$ cat src/rtl/periferico_raiz_cuadrada_if.sv
// periferico_raiz_cuadrada_if -- simple processor bus for the square-root peripheral.
//
// Signals:
//   entrada_datos [15:0] write data, driven by the master
//   habilitar            bus select; an access happens only while high
//   direccion     [4:0]  byte address; the slave decodes bits [4:2]
//   leer                 read strobe, qualified by habilitar
//   escribir             write strobe, qualified by habilitar
//   salida_datos  [31:0] registered read data, driven by the slave
//
// Modports: master (processor side) and slave (peripheral side).
interface periferico_raiz_cuadrada_if;
    logic [15:0] entrada_datos;
    logic        habilitar;
    logic [4:0]  direccion;
    logic        leer;
    logic        escribir;
    logic [31:0] salida_datos;

    modport master (
        output entrada_datos,
        output habilitar,
        output direccion,
        output leer,
        output escribir,
        input  salida_datos
    );

    modport slave (
        input  entrada_datos,
        input  habilitar,
        input  direccion,
        input  leer,
        input  escribir,
        output salida_datos
    );
endinterface

$ cat src/rtl/periferico_raiz_cuadrada.sv
// periferico_raiz_cuadrada -- memory-mapped 16-bit integer square-root peripheral.
//
// Software writes the radicand to A, writes 1 to INIT, polls DONE and then reads
// RESULT. A sequential restoring core (instancia_raiz) produces one root bit per cycle.
//
// Ports:
//   reloj      clock, all state updates on the rising edge
//   reiniciar  asynchronous active-low reset
//   bus        periferico_raiz_cuadrada_if.slave (data in, strobes, address, read data)
//
// Register map (byte address, index = direccion[4:2]):
//   0x04 A       R/W  radicand [15:0]
//   0x0C INIT    W    bit0 = 1 starts a computation; reads return 0
//   0x10 RESULT  R    root [7:0], remainder [24:16] when built, other bits 0
//   0x14 DONE    R    bit0 = terminado
//   other        writes ignored, reads return 0
//
// Compile-time option:
//   SQRT_REMAINDER_EN  when defined, the final remainder is stored and returned in
//                      RESULT[24:16]; otherwise RESULT[31:8] reads as 0.
module periferico_raiz_cuadrada (
    input  logic                             reloj,
    input  logic                             reiniciar,
    periferico_raiz_cuadrada_if.slave        bus
);

    // ---------------------------------------------------------------------------------
    // Address decode
    // ---------------------------------------------------------------------------------
    localparam logic [2:0] IdxA      = 3'd1;
    localparam logic [2:0] IdxInit   = 3'd3;
    localparam logic [2:0] IdxResult = 3'd4;
    localparam logic [2:0] IdxDone   = 3'd5;

    localparam logic [2:0] UltimaIteracion = 3'd7;

    typedef enum logic [1:0] {
        StIdle,
        StCalc,
        StDone
    } estado_e;

    logic [2:0] indice;
    logic       acceso_escritura;
    logic       acceso_lectura;
    logic       arranque;

    // Byte-lane bits carry no information for 32-bit registers.
    logic       unused_direccion;

    assign indice           = bus.direccion[4:2];
    assign unused_direccion = ^bus.direccion[1:0];
    assign acceso_escritura = bus.habilitar & bus.escribir;
    // A simultaneous write takes priority, so the read data register holds.
    assign acceso_lectura   = bus.habilitar & bus.leer & ~bus.escribir;
    assign arranque         = acceso_escritura & (indice == IdxInit) & bus.entrada_datos[0];

    // ---------------------------------------------------------------------------------
    // Register state
    // ---------------------------------------------------------------------------------
    logic [15:0] reg_a_q;
    logic [31:0] salida_q;

    estado_e     estado_q;
    logic [2:0]  iter_q;
    logic [15:0] radicando_q;   // latched copy of A, shifted two bits per iteration
    logic [7:0]  raiz_q;        // partial root, grows one bit per iteration
    logic [8:0]  resto_q;       // partial remainder, never exceeds 2 * partial root
    logic [7:0]  resultado_q;
    logic        terminado_q;
`ifdef SQRT_REMAINDER_EN
    logic [8:0]  resto_final_q;
`endif

    // ---------------------------------------------------------------------------------
    // instancia_raiz: one restoring square-root step
    // ---------------------------------------------------------------------------------
    // Bring down the next two radicand bits and try subtracting 4*root + 1. If it fits,
    // the new root bit is 1 and the difference becomes the remainder.
    logic [10:0] resto_desplazado;
    logic [10:0] prueba;
    logic        cabe;
    logic [10:0] resto_siguiente;
    logic        unused_resto;

    always_comb begin
        resto_desplazado = {resto_q, radicando_q[15:14]};
        prueba           = {1'b0, raiz_q, 2'b01};
        cabe             = (resto_desplazado >= prueba);
        resto_siguiente  = cabe ? (resto_desplazado - prueba) : resto_desplazado;
    end

    // The remainder is bounded by 2 * root, so the top two bits are always zero.
    assign unused_resto = ^resto_siguiente[10:9];

    // ---------------------------------------------------------------------------------
    // Control FSM and core datapath
    // ---------------------------------------------------------------------------------
    always_ff @(posedge reloj or negedge reiniciar) begin
        if (!reiniciar) begin
            estado_q      <= StIdle;
            iter_q        <= '0;
            radicando_q   <= '0;
            raiz_q        <= '0;
            resto_q       <= '0;
            resultado_q   <= '0;
            terminado_q   <= 1'b0;
`ifdef SQRT_REMAINDER_EN
            resto_final_q <= '0;
`endif
        end else begin
            unique case (estado_q)
                StIdle: begin
                    if (arranque) begin
                        radicando_q <= reg_a_q;
                        raiz_q      <= '0;
                        resto_q     <= '0;
                        iter_q      <= '0;
                        terminado_q <= 1'b0;
                        estado_q    <= StCalc;
                    end
                end
                StCalc: begin
                    // Starts written here are not decoded, so they are dropped.
                    radicando_q <= {radicando_q[13:0], 2'b00};
                    raiz_q      <= {raiz_q[6:0], cabe};
                    resto_q     <= resto_siguiente[8:0];
                    iter_q      <= iter_q + 3'd1;
                    if (iter_q == UltimaIteracion) begin
                        estado_q <= StDone;
                    end
                end
                StDone: begin
                    resultado_q   <= raiz_q;
`ifdef SQRT_REMAINDER_EN
                    resto_final_q <= resto_q;
`endif
                    terminado_q   <= 1'b1;
                    estado_q      <= StIdle;
                end
                default: begin
                    estado_q <= StIdle;
                end
            endcase
        end
    end

    // ---------------------------------------------------------------------------------
    // Read mux
    // ---------------------------------------------------------------------------------
    logic [31:0] valor_resultado;
    logic [31:0] dato_leido;

`ifdef SQRT_REMAINDER_EN
    assign valor_resultado = {7'b0, resto_final_q, 8'b0, resultado_q};
`else
    assign valor_resultado = {24'b0, resultado_q};
`endif

    always_comb begin
        dato_leido = '0;
        case (indice)
            IdxA:      dato_leido = {16'b0, reg_a_q};
            IdxResult: dato_leido = valor_resultado;
            IdxDone:   dato_leido = {31'b0, terminado_q};
            default:   dato_leido = '0;
        endcase
    end

    // ---------------------------------------------------------------------------------
    // Bus-visible registers
    // ---------------------------------------------------------------------------------
    always_ff @(posedge reloj or negedge reiniciar) begin
        if (!reiniciar) begin
            reg_a_q  <= '0;
            salida_q <= '0;
        end else begin
            // A may be rewritten during a computation; the core works on its own copy.
            if (acceso_escritura && (indice == IdxA)) begin
                reg_a_q <= bus.entrada_datos;
            end
            if (acceso_lectura) begin
                salida_q <= dato_leido;
            end
        end
    end

    assign bus.salida_datos = salida_q;

endmodule

$ cat src/flat_wrapper.sv
// flat-port wrapper written by rule: the top's interface ports become plain ports
module periferico_raiz_cuadrada_flat 
  (reloj, reiniciar, bus_entrada_datos, bus_habilitar, bus_direccion, bus_leer, bus_escribir, bus_salida_datos);
  periferico_raiz_cuadrada_if bus_i ();
  input  logic reloj;
  input  logic reiniciar;
  input wire logic [$bits(bus_i.entrada_datos)-1:0] bus_entrada_datos;
  input wire logic [$bits(bus_i.habilitar)-1:0] bus_habilitar;
  input wire logic [$bits(bus_i.direccion)-1:0] bus_direccion;
  input wire logic [$bits(bus_i.leer)-1:0] bus_leer;
  input wire logic [$bits(bus_i.escribir)-1:0] bus_escribir;
  output wire logic [$bits(bus_i.salida_datos)-1:0] bus_salida_datos;
  assign bus_i.entrada_datos = bus_entrada_datos;
  assign bus_i.habilitar = bus_habilitar;
  assign bus_i.direccion = bus_direccion;
  assign bus_i.leer = bus_leer;
  assign bus_i.escribir = bus_escribir;
  assign bus_salida_datos = bus_i.salida_datos;
  periferico_raiz_cuadrada u_core (.reloj(reloj), .reiniciar(reiniciar), .bus(bus_i));
endmodule
$ cat config.mk
export PLATFORM = sky130hd
export DESIGN_NAME = periferico_raiz_cuadrada_flat
export DESIGN_NICKNAME = d
export VERILOG_FILES = /design/src/rtl/periferico_raiz_cuadrada_if.sv /design/src/rtl/periferico_raiz_cuadrada.sv /design/src/flat_wrapper.sv
export SDC_FILE = /design/constraint.sdc
export NUM_CORES = 1
export LEC_CHECK = 0
export BUFFER_PORTS_ARGS = -buffer_cell sky130_fd_sc_hd__buf_2
export CORE_ASPECT_RATIO = 0.9
export CORE_UTILIZATION = 24
export CTS_BUF_LIST = sky130_fd_sc_hd__clkbuf_8
export DETAILED_ROUTE_END_ITERATION = 10
export MAX_ROUTING_LAYER = met4
export SKIP_LAST_GASP = 1
export SLEW_MARGIN = 20
export SYNTH_ARGS = -nofsm -noshare
export SYNTH_HDL_FRONTEND = slang
export SYNTH_SLANG_ARGS = --single-unit
export TNS_END_PERCENT = 50
$ cat constraint.sdc
create_clock -name reloj -period 2.9 [get_ports reloj]
set_input_delay 0.435 -clock reloj [delete_from_list [all_inputs] [get_ports reloj]]
set_output_delay 0.435 -clock reloj [all_outputs]
set_load 0.02 [all_outputs]
### Word-level counts from Yosys, hierarchy flattened

Index checks and enable logic that the tools add are counted.

* register bits after elaboration: 95
* bits in latches: 0
* RAM bits: 0
* ROM bits: 0
* bits of input ports: 26
* output and inout port bits: 32
* word-level logic and storage cells: 49
* memories: 0

* add/sub/neg operators: 2
* $mul: 0
* div/mod/pow operators: 0
* magnitude comparators: 1
* eq/ne operators: 9
* shift operators: 0
* muxes and demuxes: 15
* bitwise logic cells: 6
* reduce and logical (&&, ||, !) cells: 7

Operators by type and width (number)
* 16-bit case mux with 3 select lines: 1
* 16-bit case mux with 2 select lines: 1
* 9-bit 2-to-1 mux: 2
* 9-bit case mux with 2 select lines: 1
* 16-bit 2-to-1 mux: 1
* 8-bit case mux with 2 select lines: 1
* 11-bit by 10-bit >= comparator with 1-bit output: 1
* 3-bit equality test, second input constant: 3
* 9-bit subtractor: 1
* 8-bit 2-to-1 mux: 1
* 3-bit case mux with 2 select lines: 1
* 2-bit AND reduction: 3
* 1-bit AND: 5
* 2-bit 2-to-1 mux: 2
* 2-bit by 1-bit inequality test with 1-bit output, second input constant: 2
* 2-bit case mux with 2 select lines: 1
* 2-bit nonzero test: 2
* 3-bit by 1-bit adder with 3-bit output, second input constant: 1
* 3-bit by 1-bit equality test with 1-bit output, second input constant: 1
* 3-bit by 2-bit equality test with 1-bit output, second input constant: 1
* 3-bit 2-to-1 mux: 1
* 2-bit by 1-bit equality test with 1-bit output, second input constant: 1
* 2-bit equality test, second input constant: 1
* 2-bit zero test: 1
* other kinds (4): 4

### Logic depth before layout (Yosys ltp)

* word-level depth: 5
* mapped depth: 8
* depth with buffers taken out: 7

### Least setup slack after synthesis

No wires, ideal clock.

* path type: reg2reg
* from: reg u_core.resto_q[6]
* to: reg u_core.resto_q[2]
* library setup time: 126 ps
* arrival: 1891 ps
* required time: 2774 ps
* slack: 883 ps
* cell stages (with the launch flop): 7
* clock period less this slack: 2017 ps
* cell sequence: dfrtp_1 > ha_1 > a21o_1 > a211oi_4 > o41a_1 > nand2_2 > a221o_1

* word-level cells in the longest chain between the ends: 3

RTL lines
* from (decl): RTL line periferico_raiz_cuadrada.sv:68 `logic [8:0] resto_q;`
* from (signal assigned): RTL line periferico_raiz_cuadrada.sv:127 `resto_q <= resto_siguiente[8:0];`
* 11-bit by 10-bit >= comparator with 1-bit output: RTL line periferico_raiz_cuadrada.sv:89 `cabe = (resto_desplazado >= prueba);`
* 9-bit 2-to-1 mux: RTL line periferico_raiz_cuadrada.sv:90 `resto_siguiente = cabe ? (resto_desplazado - prueba) : resto_desplazado;`
* 9-bit case mux with 2 select lines: RTL line periferico_raiz_cuadrada.sv:112 `unique case (estado_q)`

No other way between the ends.
A chain may end at the register's enable or synchronous reset.

### Worst setup path in the final report

* from: reg u_core.raiz_q[6]
* to: reg u_core.resto_q[2]

* word-level cells in the longest chain between the ends: 3

RTL lines
* from (decl): RTL line periferico_raiz_cuadrada.sv:67 `logic [7:0] raiz_q;`
* from (signal assigned): RTL line periferico_raiz_cuadrada.sv:126 `raiz_q <= {raiz_q[6:0], cabe};`
* 11-bit by 10-bit >= comparator with 1-bit output: RTL line periferico_raiz_cuadrada.sv:89
* 9-bit 2-to-1 mux: RTL line periferico_raiz_cuadrada.sv:90
* 9-bit case mux with 2 select lines: RTL line periferico_raiz_cuadrada.sv:112

No other way between the ends.

==> run metrics <==
switching share of total power=40.45%; CTS clk-pin slew, worst paths=~70 ps; first-pass iteration count of the detailed router=4; drt drc=0; PD cells=967.0 nW/um2; setup TNS=0 ps; Post-CTS Hold Buffers=0; endpoint class of the critical path=flip-flop; Final Instance Area=between 4000 and 5000 um2; vias=2828; initial drt markers=238; Pint=~2.6 mW; Combinational Power Share=45.6%; Root Driver=clkbuf_8; DRT antenna net count=0; area grow syn2layout=14.68%; RSZ-0062 raised after global routing=no; I/O pins=58; peak supply drop=0.3278 mV; Reg power frac=38.2%; Post-DP Area=4319 um2; Num CTS Buffers=9; Startpoint Class=flip-flop; Clock Latency Late Sink=350 ps; # H-tree levels=3; antenna violations before repair=0; worst slew pin tran=about 830 ps; Via density=4.651; Max Root-Sink Buffers=2; CP required=3140 ps; Seq/Total Area, Yosys=50.19%; ys flop type=dfrtp_1; final hold viol count=0; pin count of the biggest net entering global routing=80; area of the core=16080 um2; fmax=approximately 0.43 GHz; r2r setup slk=between 500 and 600 ps; Net Sw Power=approximately 1.8 mW; first-pass GRT wire length=13.95 mm; critical path class=flip-flop to flip-flop; Die X=about 140 um; GRT Total Usage=11.02%; # port buffers=39; Yosys Warn Count=0; row cnt=44; max_slew headroom=roughly 44%; crit path time final=2313 ps; Detailed Place HPWL=about 6.1 mm; Cell variety after synth=48; critical path arrival=2550 ps; initial core utilization=24.50%; number of setup violations in the final report=0; Post-Route WL=roughly 8.5 mm; most frequent cells in the layout=dfrtp_1, buf_2, nand2_1, mux2_2, o21ai_0; average wire per standard cell=around 14 um; CTS tree=built; Max FO, Critical Path=7; die area=16930 um2; Hold/Removal Path Class=input port to async pin; GRT overflow=0; GP Congestion=between 0.8 and 0.9; max-cap check violation count=0; antenna cell count=0; Syn Inst Count=approximately 360; #FFs+latches synth=79; run status=complete, no violations; commonest non-fill, non-tap cell in the layout=dfrtp_1; Die H=approximately 120 um; Setup Fix Bufs, Post-CTS=0; LEAKAGE=2.136 nW; share of layout cells above drive strength 1=about a quarter; # resized after CTS=0; vias in the first global route=around 2.7k; number of synthesized flops with an enable pin=0; Avg Inst Size Synth=11.10 um2; total clock sinks=79; Nets=between 400 and 500; Post-Syn Area=approximately 3900 um2; Max Transition Viols Final=0; Clock power frac=16.2%; worst clock skew=5.819 ps; Final period util=79.76%; asr flop ratio synth=100.0%
[through the flow]
stage / hold WS [ps] / total power, mW / setup slack [ps] / utilization [%] / std cells
global placement: 458.0 / 3.607 / 679.3 / 26.87 / 591
detailed placement: 464.1 / 3.687 / 626.1 / 26.87 / 591
CTS: 262.7 / 4.411 / 605.2 / 27.93 / 607
global route: 30.54 / 4.763 / 437.7 / 28.10 / 608
floorplan: 139.4 / 3.202 / 882.8 / - / 370
finish: 22.71 / 4.368 / 586.8 / 28.10 / 608
[per-layer routing]
metal / vias to the layer above / share of wire, % / GRT usage (%)
met5: - / 0 / -
met4: 0 / 0.47 / 3.777
met3: 2 / 4.6 / 2.911
met2: 72 / 44 / 15.40
met1: 1410 / 51 / 15.22
li1: 1344 / - / -
[area by class of cell]
cell class,count,area (um2)
Inverter,11,41.29
Sequential cell,79,1977
Clock buffer,11,151.4
Tap cell,207,259.0
Timing Repair Buffer,48,285.3
Multi-Input combinational cell,247,1784
Fill cell,1695,11560
Clock inverter,5,18.77
[power by group through the flow]
stage | clock network, mW | registers [mW] | logic (mW)
after floorplan | 0 | 1.64 | 1.57
after global placement | 0 | 1.68 | 1.93
after detailed placement | 0 | 1.69 | 2.00
after CTS | 0.739 | 1.67 | 2.00
after global routing | 0.784 | 1.72 | 2.26
final | 0.709 | 1.67 | 1.99
[sequential cells by signal, indices dropped and copies added, names as in the netlist]
signal and flops:
u_core.resto_q 9, u_core.bus.salida_datos 16, u_core.resultado_q 8, u_core.iter_q 3
u_core.raiz_q 8, u_core.estado_q 2, u_core.radicando_q 16, u_core.reg_a_q 16
u_core.terminado_q 1
[cell families after synthesis]
kind of cell               share of synthesized area (%)
buffers and inverters                              6.004
xor gates and xnor gates                          0.4448
DFF                                                50.19
muxes                                              11.75
adders and majority gates                          3.812
AOI/OAI and AO/OA                                  16.87
other                                            0.09521
and+or+nand+nor                                    10.83
[synth_stat cells, drive strengths merged (7+ instances only)]
cell	instances	area, um2
a21oi	7	35.03
a22o	24	210.2
buf	24	161.4
clkbuf	9	33.78
dfrtp	79	1977
ha	12	150.1
inv	11	41.29
mux2	26	292.8
mux2i	17	170.2
nand2	39	151.4
nand3	14	70.07
nor2	8	30.03
o211ai	7	52.55
o21ai	29	145.1
[worst max-delay path, stage by stage (launching register included)]
cell      delay, ps
dfrtp_1         370
inv_1            70
ha_1            350
a21o_1          230
a211oi_4        340
o41a_1          350
nand2_2         170
a221o_1         320
[worst paths after layout]
kind                                 startpoint            endpoint  cells past startpoint
setup / recovery               u_core.raiz_q[6]   u_core.resto_q[2]                      7
hold / removal                        reiniciar   u_core.reg_a_q[6]                      1
setup reg to reg               u_core.raiz_q[6]   u_core.resto_q[2]                      7
hold reg to reg              u_core.terminado_q  u_core.terminado_q                      1
max in group asynchronous             reiniciar    u_core.raiz_q[4]                      2
min in group reloj         bus_entrada_datos[6]   u_core.reg_a_q[6]                      2
No activity file was read; power rests on OpenSTA's default activity.
